===== config.mk =====
export PLATFORM = sky130hd
export DESIGN_NAME = aes_round_ctrl
export DESIGN_NICKNAME = d
export VERILOG_FILES = /design/src/rtl/aes_round_ctrl.sv
export SDC_FILE = /design/constraint.sdc
export NUM_CORES = 1
export LEC_CHECK = 0
export BUFFER_PORTS_ARGS = -buffer_cell sky130_fd_sc_hd__buf_4
export CAP_MARGIN = 20
export CORE_AREA = 8 8 250 252
export DETAILED_ROUTE_END_ITERATION = 12
export DIE_AREA = 0 0 258 260
export GPL_TIMING_DRIVEN = 1
export PLACE_DENSITY = 0.4
export SETUP_SLACK_MARGIN = 0.05
export SYNTH_ARGS = -nofsm -noshare
export SYNTH_HDL_FRONTEND = slang
export SYNTH_SLANG_ARGS = --single-unit

===== constraint.sdc =====
create_clock -name clk -period 4.9 [get_ports clk]
set_clock_uncertainty 0.15 [all_clocks]
set_input_delay 0.245 -clock clk [delete_from_list [all_inputs] [get_ports clk]]
set_output_delay 0.245 -clock clk [all_outputs]
set_load 0.005 [all_outputs]

===== src/rtl/aes_round_ctrl.sv =====
// Iterative AES encryption round sequencer: holds the cipher state, steps an
// external combinational round datapath through NR rounds, hands out ciphertext.
module aes_round_ctrl #(
    parameter int unsigned NR = 10
) (
    input  logic         clk,
    input  logic         rst,
    input  logic         in_valid,
    output logic         in_ready,
    input  logic [127:0] in_block,
    output logic [3:0]   rk_idx,
    input  logic         rk_valid,
    input  logic [127:0] round_key,
    output logic [127:0] rnd_in,
    output logic         rnd_last,
    input  logic [127:0] rnd_out,
    output logic         out_valid,
    input  logic         out_ready,
    output logic [127:0] out_block,
    output logic         busy
);

    localparam logic [1:0] S_IDLE  = 2'd0;
    localparam logic [1:0] S_INIT  = 2'd1;
    localparam logic [1:0] S_ROUND = 2'd2;
    localparam logic [1:0] S_DONE  = 2'd3;

    localparam logic [3:0] LAST_IDX = 4'(NR);

    logic [1:0]   state_q, state_d;
    logic [127:0] blk_q, blk_d;
    logic [3:0]   idx_q, idx_d;

    always_comb begin
        state_d = state_q;
        blk_d   = blk_q;
        idx_d   = idx_q;
        case (state_q)
            S_IDLE: begin
                if (in_valid) begin
                    blk_d   = in_block;
                    idx_d   = '0;
                    state_d = S_INIT;
                end
            end
            S_INIT: begin
                if (rk_valid) begin
                    blk_d   = blk_q ^ round_key;
                    idx_d   = 4'd1;
                    state_d = S_ROUND;
                end
            end
            S_ROUND: begin
                // rk_idx stays at NR through DONE; it is cleared only on the way back to IDLE
                if (rk_valid) begin
                    blk_d = rnd_out;
                    if (idx_q == LAST_IDX) begin
                        state_d = S_DONE;
                    end else begin
                        idx_d = idx_q + 4'd1;
                    end
                end
            end
            S_DONE: begin
                if (out_ready) begin
                    state_d = S_IDLE;
                    idx_d   = '0;
                end
            end
            default: state_d = S_IDLE;
        endcase
    end

    always_ff @(posedge clk) begin
        if (rst) begin
            state_q <= S_IDLE;
            blk_q   <= '0;
            idx_q   <= '0;
        end else begin
            state_q <= state_d;
            blk_q   <= blk_d;
            idx_q   <= idx_d;
        end
    end

    assign in_ready  = (state_q == S_IDLE);
    assign busy      = (state_q != S_IDLE);
    assign out_valid = (state_q == S_DONE);
    assign rnd_last  = (state_q == S_ROUND) && (idx_q == LAST_IDX);
    assign rk_idx    = idx_q;
    assign rnd_in    = blk_q;
    assign out_block = blk_q;

endmodule

==> results of run 1 <==
## cells in the mapped netlist, drive strengths merged
cell type  instances  area (sq um)
o21a             128           961
nand3              1          5.00
and4b              1          10.0
o21ba              1          10.0
nor2b              2          12.5
clkbuf            92           347
a2111oi            1          8.76
o21ai              2          10.0
nand2              3          11.3
or3                2          13.8
a21oi              4          20.0
or4                3          22.5
nor2               3          11.3
nand3b             2          15.0
mux2i              1          10.0
nor3b            128           961
nor3               3          15.0
and2               2          12.5
dfxtp            134          2680
a221oi           128          1120
inv              134           503
o41ai              1          8.76
buf              136           991
ha                 9           113
nand2b             1          6.26
o32ai            128          1120
## report_power, final
| group | switching (mW) | total (mW) | internal, mW |
|---|---|---|---|
| logic | 2.19 | 5.40 | 3.21 |
| clock network | 0.601 | 1.33 | 0.729 |
| registers | 0.665 | 2.25 | 1.59 |
## layout by cell type (no fill, tap or decap), types with 3 or more instances in the layout
master and n:
dlygate4sd3_1 340, a221oi_1 128, or4_1 3, buf_4 660, clkbuf_16 17, clkinvlp_4 3
nor3b_1 128, buf_12 6, o32ai_1 128, dfxtp_1 134, nor2_1 3, inv_6 3
inv_1 133, a21oi_1 4, o21a_1 128, clkinv_4 4, ha_1 9
## worst max-delay path, stage by stage, from the launching register on
cell	delay, ns
dfxtp_1	0.40
inv_1	0.12
ha_1	0.42
nand2_4	0.69
buf_12	0.38
nor3b_1	0.11
a221oi_1	0.25
dlygate4sd3_1	0.62
o32ai_1	0.09
dlygate4sd3_1	0.60
## flip-flops by register name, indices dropped and copies added, names as in the netlist
register and flops:
out_block 128, state_q 2, rk_idx 4
## worst max-delay path by stage
| stage | from | end | slack (ns) |
|---|---|---|---|
| after global placement | state_q[0] | out_block[47] | 2.00 |
| after floorplan | state_q[0] | rk_idx[3] | 2.54 |
| final | state_q[0] | out_block[62] | 0.89 |
| after CTS | state_q[0] | out_block[69] | 0.92 |
| after detailed placement | state_q[1] | out_block[56] | 1.94 |
| after global routing | state_q[0] | out_block[65] | 0.64 |
## repair_timing
item	in CTS	in global routing
endpoints found under the setup margin	0	0
hold buffers	340	0
endpoints found under the hold margin	128	0
## logic make-up after synthesis
kind of cell | share of synthesized area
buffers and inverters | 0.204
muxes | 0.00111
AOI/OAI and AO/OA | 0.362
and+or+nand+nor | 0.122
adders and majority gates | 0.0125
DFF | 0.298
## final cells by class
class / count / share of cell area
Antenna cell: 2 / 0.000282
Clock buffer: 19 / 0.0256
Clock inverter: 13 / 0.00699
Inverter: 134 / 0.0285
Multi-Input combinational cell: 554 / 0.254
Sequential cell: 134 / 0.151
Tap cell: 773 / 0.0546
Timing Repair Buffer: 1006 / 0.479
## layer usage
layer,global-route usage,part of all wire,vias up
met5,0,0,-
met3,0.0497,0.075,38
met4,0.0461,0.019,0
met2,0.266,0.51,479
li1,-,-,5487
met1,0.165,0.39,5557
==> impl_metrics.toml, run 1 <==
[outcome]
status = "completed"

[pwr]
power.leakage_nw = 7.49
power_mw = 8.98
irDropWorstVdd_mv = 0.344
power.density_mw_per_mm2 = 507

[clock_tree]
htree_levels = 4
clock-root-buffer = "clkbuf_16"
cts-buffers-inserted = 17
clock_sinks = 134
cts_tree = "yes"
path_clk_slew_ns = 0.07
cts-resized-gates = 0
post_cts.repair.setup_buffers = 0
clk_latency_ns = 0.47
cts.path.max_buffers = 2

[synth]
netlist_instances = 1050
yosysSeqAreaShare = 0.298
syn_area_per_cell_sq_um = 8.57
synth-seq-cells = 134
syn_nets = 1448
ys_types = 29
synthesis.area_sq_mm = 0.00900
yosysWarnings = 0

[timing]
setup_tns_ns = 0
maxSlewViolCount = 0
worst_slew_pin_slew_ns = 1.03
relSlewSlack = 0.312
finalWorstSetupSlack_ns = 0.886
setup_viol = 0
finalCritPeriodShare = 0.819
finalHoldViolCount = 0
rsz0062_at_grt = "false"
max_clock_freq_ghz = 0.249
min_period_ns = 4.01
whs_ns = 0.258

[floorplanning]
pin_count = 653
rows = 89
core_area_sq_mm = 0.0585
die_w_microns = 258
fp.dieH_microns = 260
dieArea_sq_mm = 0.0671
start_util = 0.154

[worst_setup_path]
cp_max_fo = 72
path_class = "flop to flop"
r2r_end = "out_block[62]"
critical_path_arrival_ns = 4.23
r2r_slack_ns = 0.89
reg2reg_depth = 9
worst-endpoint-required_ns = 5.11
start_kind = "flop"
regToRegStartpoint = "state_q[0]"
worstSetupEndpointType = "flop"

[detailed_routing]
antenna_left = 0
drt_iter0_markers = 430
vias = 11561
first_pass_iters = 4
route.detailed.drc = 0
wl_per_cell_microns = 20.1
viasPerCell = 4.39
routed_wirelength_microns = 53100

[placed_design]
hpwl_microns = 37700
gp_congestion = 0.727
placed_cells = 2261
place_area_sq_mm = 0.0137
pre_cts_ws_ns = 1.94
numPortBuffers = 652

[hold_path]
hold_class = "primary input to flop"
min_from = "out_ready"
hold-path-endpoint = "state_q[0]"
hold_depth = 5

[finish]
drive_gt1_frac = 0.379
area_delta_synth_final_pct = 96.8
instances_no_fill = 2635
fin_util = 0.303
fin_area_sq_mm = 0.0177
num-fill-cells = 6267
multiInputGateArea_sq_mm = 0.00450
final_nets = 2245
final-seq-area_sq_mm = 0.00268

[grt]
grt_start_max_net_pins = 129
grt_overflow_total = 0
grt_first_pass_wirelength_microns = 77700
grt_pass1_vias = 12522
antenna_found_initial = 3
grt.total_usage = 0.149

[flow_run]
cap_violations = 0
(Power assumes the default switching activity.)
==> run 2, diff against run 1 <==
- ABC_AREA: unset -> 1
- CORE_AREA: 8 8 250 252 -> 8 8 249 251
- DIE_AREA: 0 0 258 260 -> 0 0 257 259
- PLACE_DENSITY: 0.4 -> 0.44
- clock period: 4.9 -> 3.6 ns (I/O delays scaled with it)
==> run 2 against run 1 <==
Against the previous run: sequential cell count did not move; via count rose by 18%; clock power increased by 38%; largest cell class unchanged; register-to-register slack got worse by 0.63 ns; largest power group unchanged; critical path depth decreased by 1; fmax grew 20%.
==> impl_metrics.toml, run 2 <==
[placed_design]
place_area_sq_mm = 0.0152
hpwl_microns = 38400
gp_congestion = 0.815
numPortBuffers = 652

[synth]
ys_async_sr_fraction = 0
synth_top_area_share = 0.252
yosysWarnings = 0
yosysSeqAreaShare = 0.252
synth_edf_count = 0
synthFlopType = "dfxtp_1"
syn_area_per_cell_sq_um = 5.98
synthTopCellsByArea = "dfxtp_1 25%, nand2_1 21%, buf_4 10%, inv_1 9.5%, nand3_1 6.4%"
ys_types = 23
syn_nets = 2175
synth-seq-cells = 134
yosysMostFrequentCell = "nand2_1"
synthesis.area_sq_mm = 0.0106
netlist_instances = 1777
yosys.area.top_type = "dfxtp_1"
synth_common_cells = "591 x nand2_1, 269 x inv_1, 144 x buf_4"

[timing]
setup_viol = 0
max_clock_freq_ghz = 0.299
finalHoldViolCount = 0
finalCritPeriodShare = 0.930
min_period_ns = 3.35
rsz0062_at_grt = "false"
relSlewSlack = 0.439
maxSlewViolCount = 0
worst_slew_pin_slew_ns = 0.841
setup_tns_ns = 0

[clock_tree]
path_clk_slew_ns = 0.06
cts-buffers-inserted = 17
clk_latency_ns = 0.46
cts.path.max_buffers = 2
post_cts.repair.setup_buffers = 0
cts_hold_buf = 255
clock-root-buffer = "clkbuf_16"
cts-resized-gates = 0
clock_sinks = 134
cts_tree = "yes"
htree_levels = 4

[grt]
grt_pass1_vias = 13844
antenna_found_initial = 1
grt.total_usage = 0.149
grt_first_pass_wirelength_microns = 79300
grt_overflow_total = 0
grt_start_max_net_pins = 113

[finish]
fin_util = 0.315
final_common_cell = "buf_4"
num-fill-cells = 6395
final_nets = 2883
antenna_cells = 0
fin_area_sq_mm = 0.0183
most-common-layout-cells = "660 x buf_4, 591 x nand2_1, 267 x inv_1"
largest_reg_flops = 128
area_delta_synth_final_pct = 72.3
drive_gt1_frac = 0.284

[detailed_routing]
first_pass_iters = 5
route.detailed.drc = 0
viasPerCell = 4.16
antenna_left = 0
wl_per_cell_microns = 15.9
vias = 13599
routed_wirelength_microns = 52000
drt_iter0_markers = 573

[floorplanning]
dieArea_sq_mm = 0.0666
die_w_microns = 257
start_util = 0.183
core_area_sq_mm = 0.0582
rows = 89
fp.dieH_microns = 259
pin_count = 653

[worst_setup_path]
start_kind = "flop"
critPathSlowestCell = "buf_4"
path_class = "flop to flop"
crit_chain = "inv_1 > ha_4 > buf_4 > nand4_1 > nand3_1 > dlygate4sd3_1 > nand2_1 > a21oi_1"
worst-endpoint-required_ns = 3.85
worstSetupEndpointType = "flop"
critical_path_arrival_ns = 3.60
slowest_delay_ns = 0.68
cp_max_fo = 49

[pwr]
power.density_mw_per_mm2 = 750
irDropWorstVdd_mv = 0.438
p_clk_frac = 0.134
seq_power_share = 0.216
comb_power_share = 0.650
switching_share = 0.452
p_sw_mw = 6.21
power.leakage_nw = 9.51
power_mw = 13.7
power.internal_mw = 7.53

[flow_run]
cap_violations = 0

[outcome]
status = "completed"

[hold_path]
hold_class = "primary input to flop"
run 2: cell count changes in the layout (fill, tap and decap cells not counted), sizes merged, moves of 9 or more:
cell,before,now
nand4,0,60
o32ai,128,0
nor3b,128,0
o21ai,2,128
dlygate4sd3,340,255
xor2,0,68
nand2,3,591
o21a,128,0
inv,137,272
a221oi,128,0
a21oi,4,133
nor2,3,12
nand3,1,137
run 2: final timing paths:
check	to	startpoint	cells past startpoint	slack, ns
min	out_block[10]	rnd_out[10]	7	0.05
max	out_block[3]	state_q[0]	8	0.25
min reg2reg	rk_idx[2]	rk_idx[2]	2	0.38
max reg2reg	out_block[3]	state_q[0]	8	0.25
run 2: logic make-up (layout without fill, tap and decap cells):
group,Yosys count,after routing,synth area share
buffers and inverters,503,1224,0.241
AND/OR/NAND/NOR,802,802,0.317
AO/OA/AOI/OAI,261,261,0.124
flip-flops,134,134,0.252
XOR/XNOR,68,68,0.0560
adder cells (fa/ha/maj),9,9,0.0106
run 2: cell type report:
type / instances / area, sq um / area share
Clock inverter: 10 / 120 / 0.00656
Sequential cell: 134 / 2680 / 0.146
Inverter: 271 / 1020 / 0.0558
Timing Repair Buffer: 921 / 7630 / 0.416
Clock buffer: 22 / 484 / 0.0264
Multi-Input combinational cell: 1140 / 5410 / 0.296
Tap cell: 773 / 967 / 0.0528
run 2: critical path: cells and delay by family (launching register included):
kind / cells / cell delay (ns)
DFF: 1 / 0.42
and+or+nand+nor: 3 / 0.45
adders and majority gates: 1 / 0.66
buffers and inverters: 3 / 1.42
AOI/OAI and AO/OA: 1 / 0.13
run 2: power groups by stage:
stage	registers [mW]	clock network, mW	logic (mW)
2_1_floorplan	2.73	0	4.98
3_3_place_gp	2.99	0	7.60
3_5_place_dp	3.02	0	7.62
4_1_cts	3.00	1.95	9.04
5_1_grt	3.09	1.99	9.97
6_report	2.97	1.84	8.92
run 2: stage by stage:
stage	std cells	hold slack (ns)	worst slack, ns
final	3271	0.0493	0.251
after global routing	3271	0.0546	0.112
after CTS	3271	0.00322	0.225
after detailed placement	2984	0.356	0.773
after global placement	2983	0.344	0.804
after floorplan	1777	0.286	1.75
run 2: metal layers:
metal	vias up	global-route usage	share of wire
met1	6289	0.166	0.41
met3	55	0.0433	0.060
met5	-	0	0.00023
met2	451	0.275	0.51
li1	6802	-	-
met4	2	0.0418	0.019
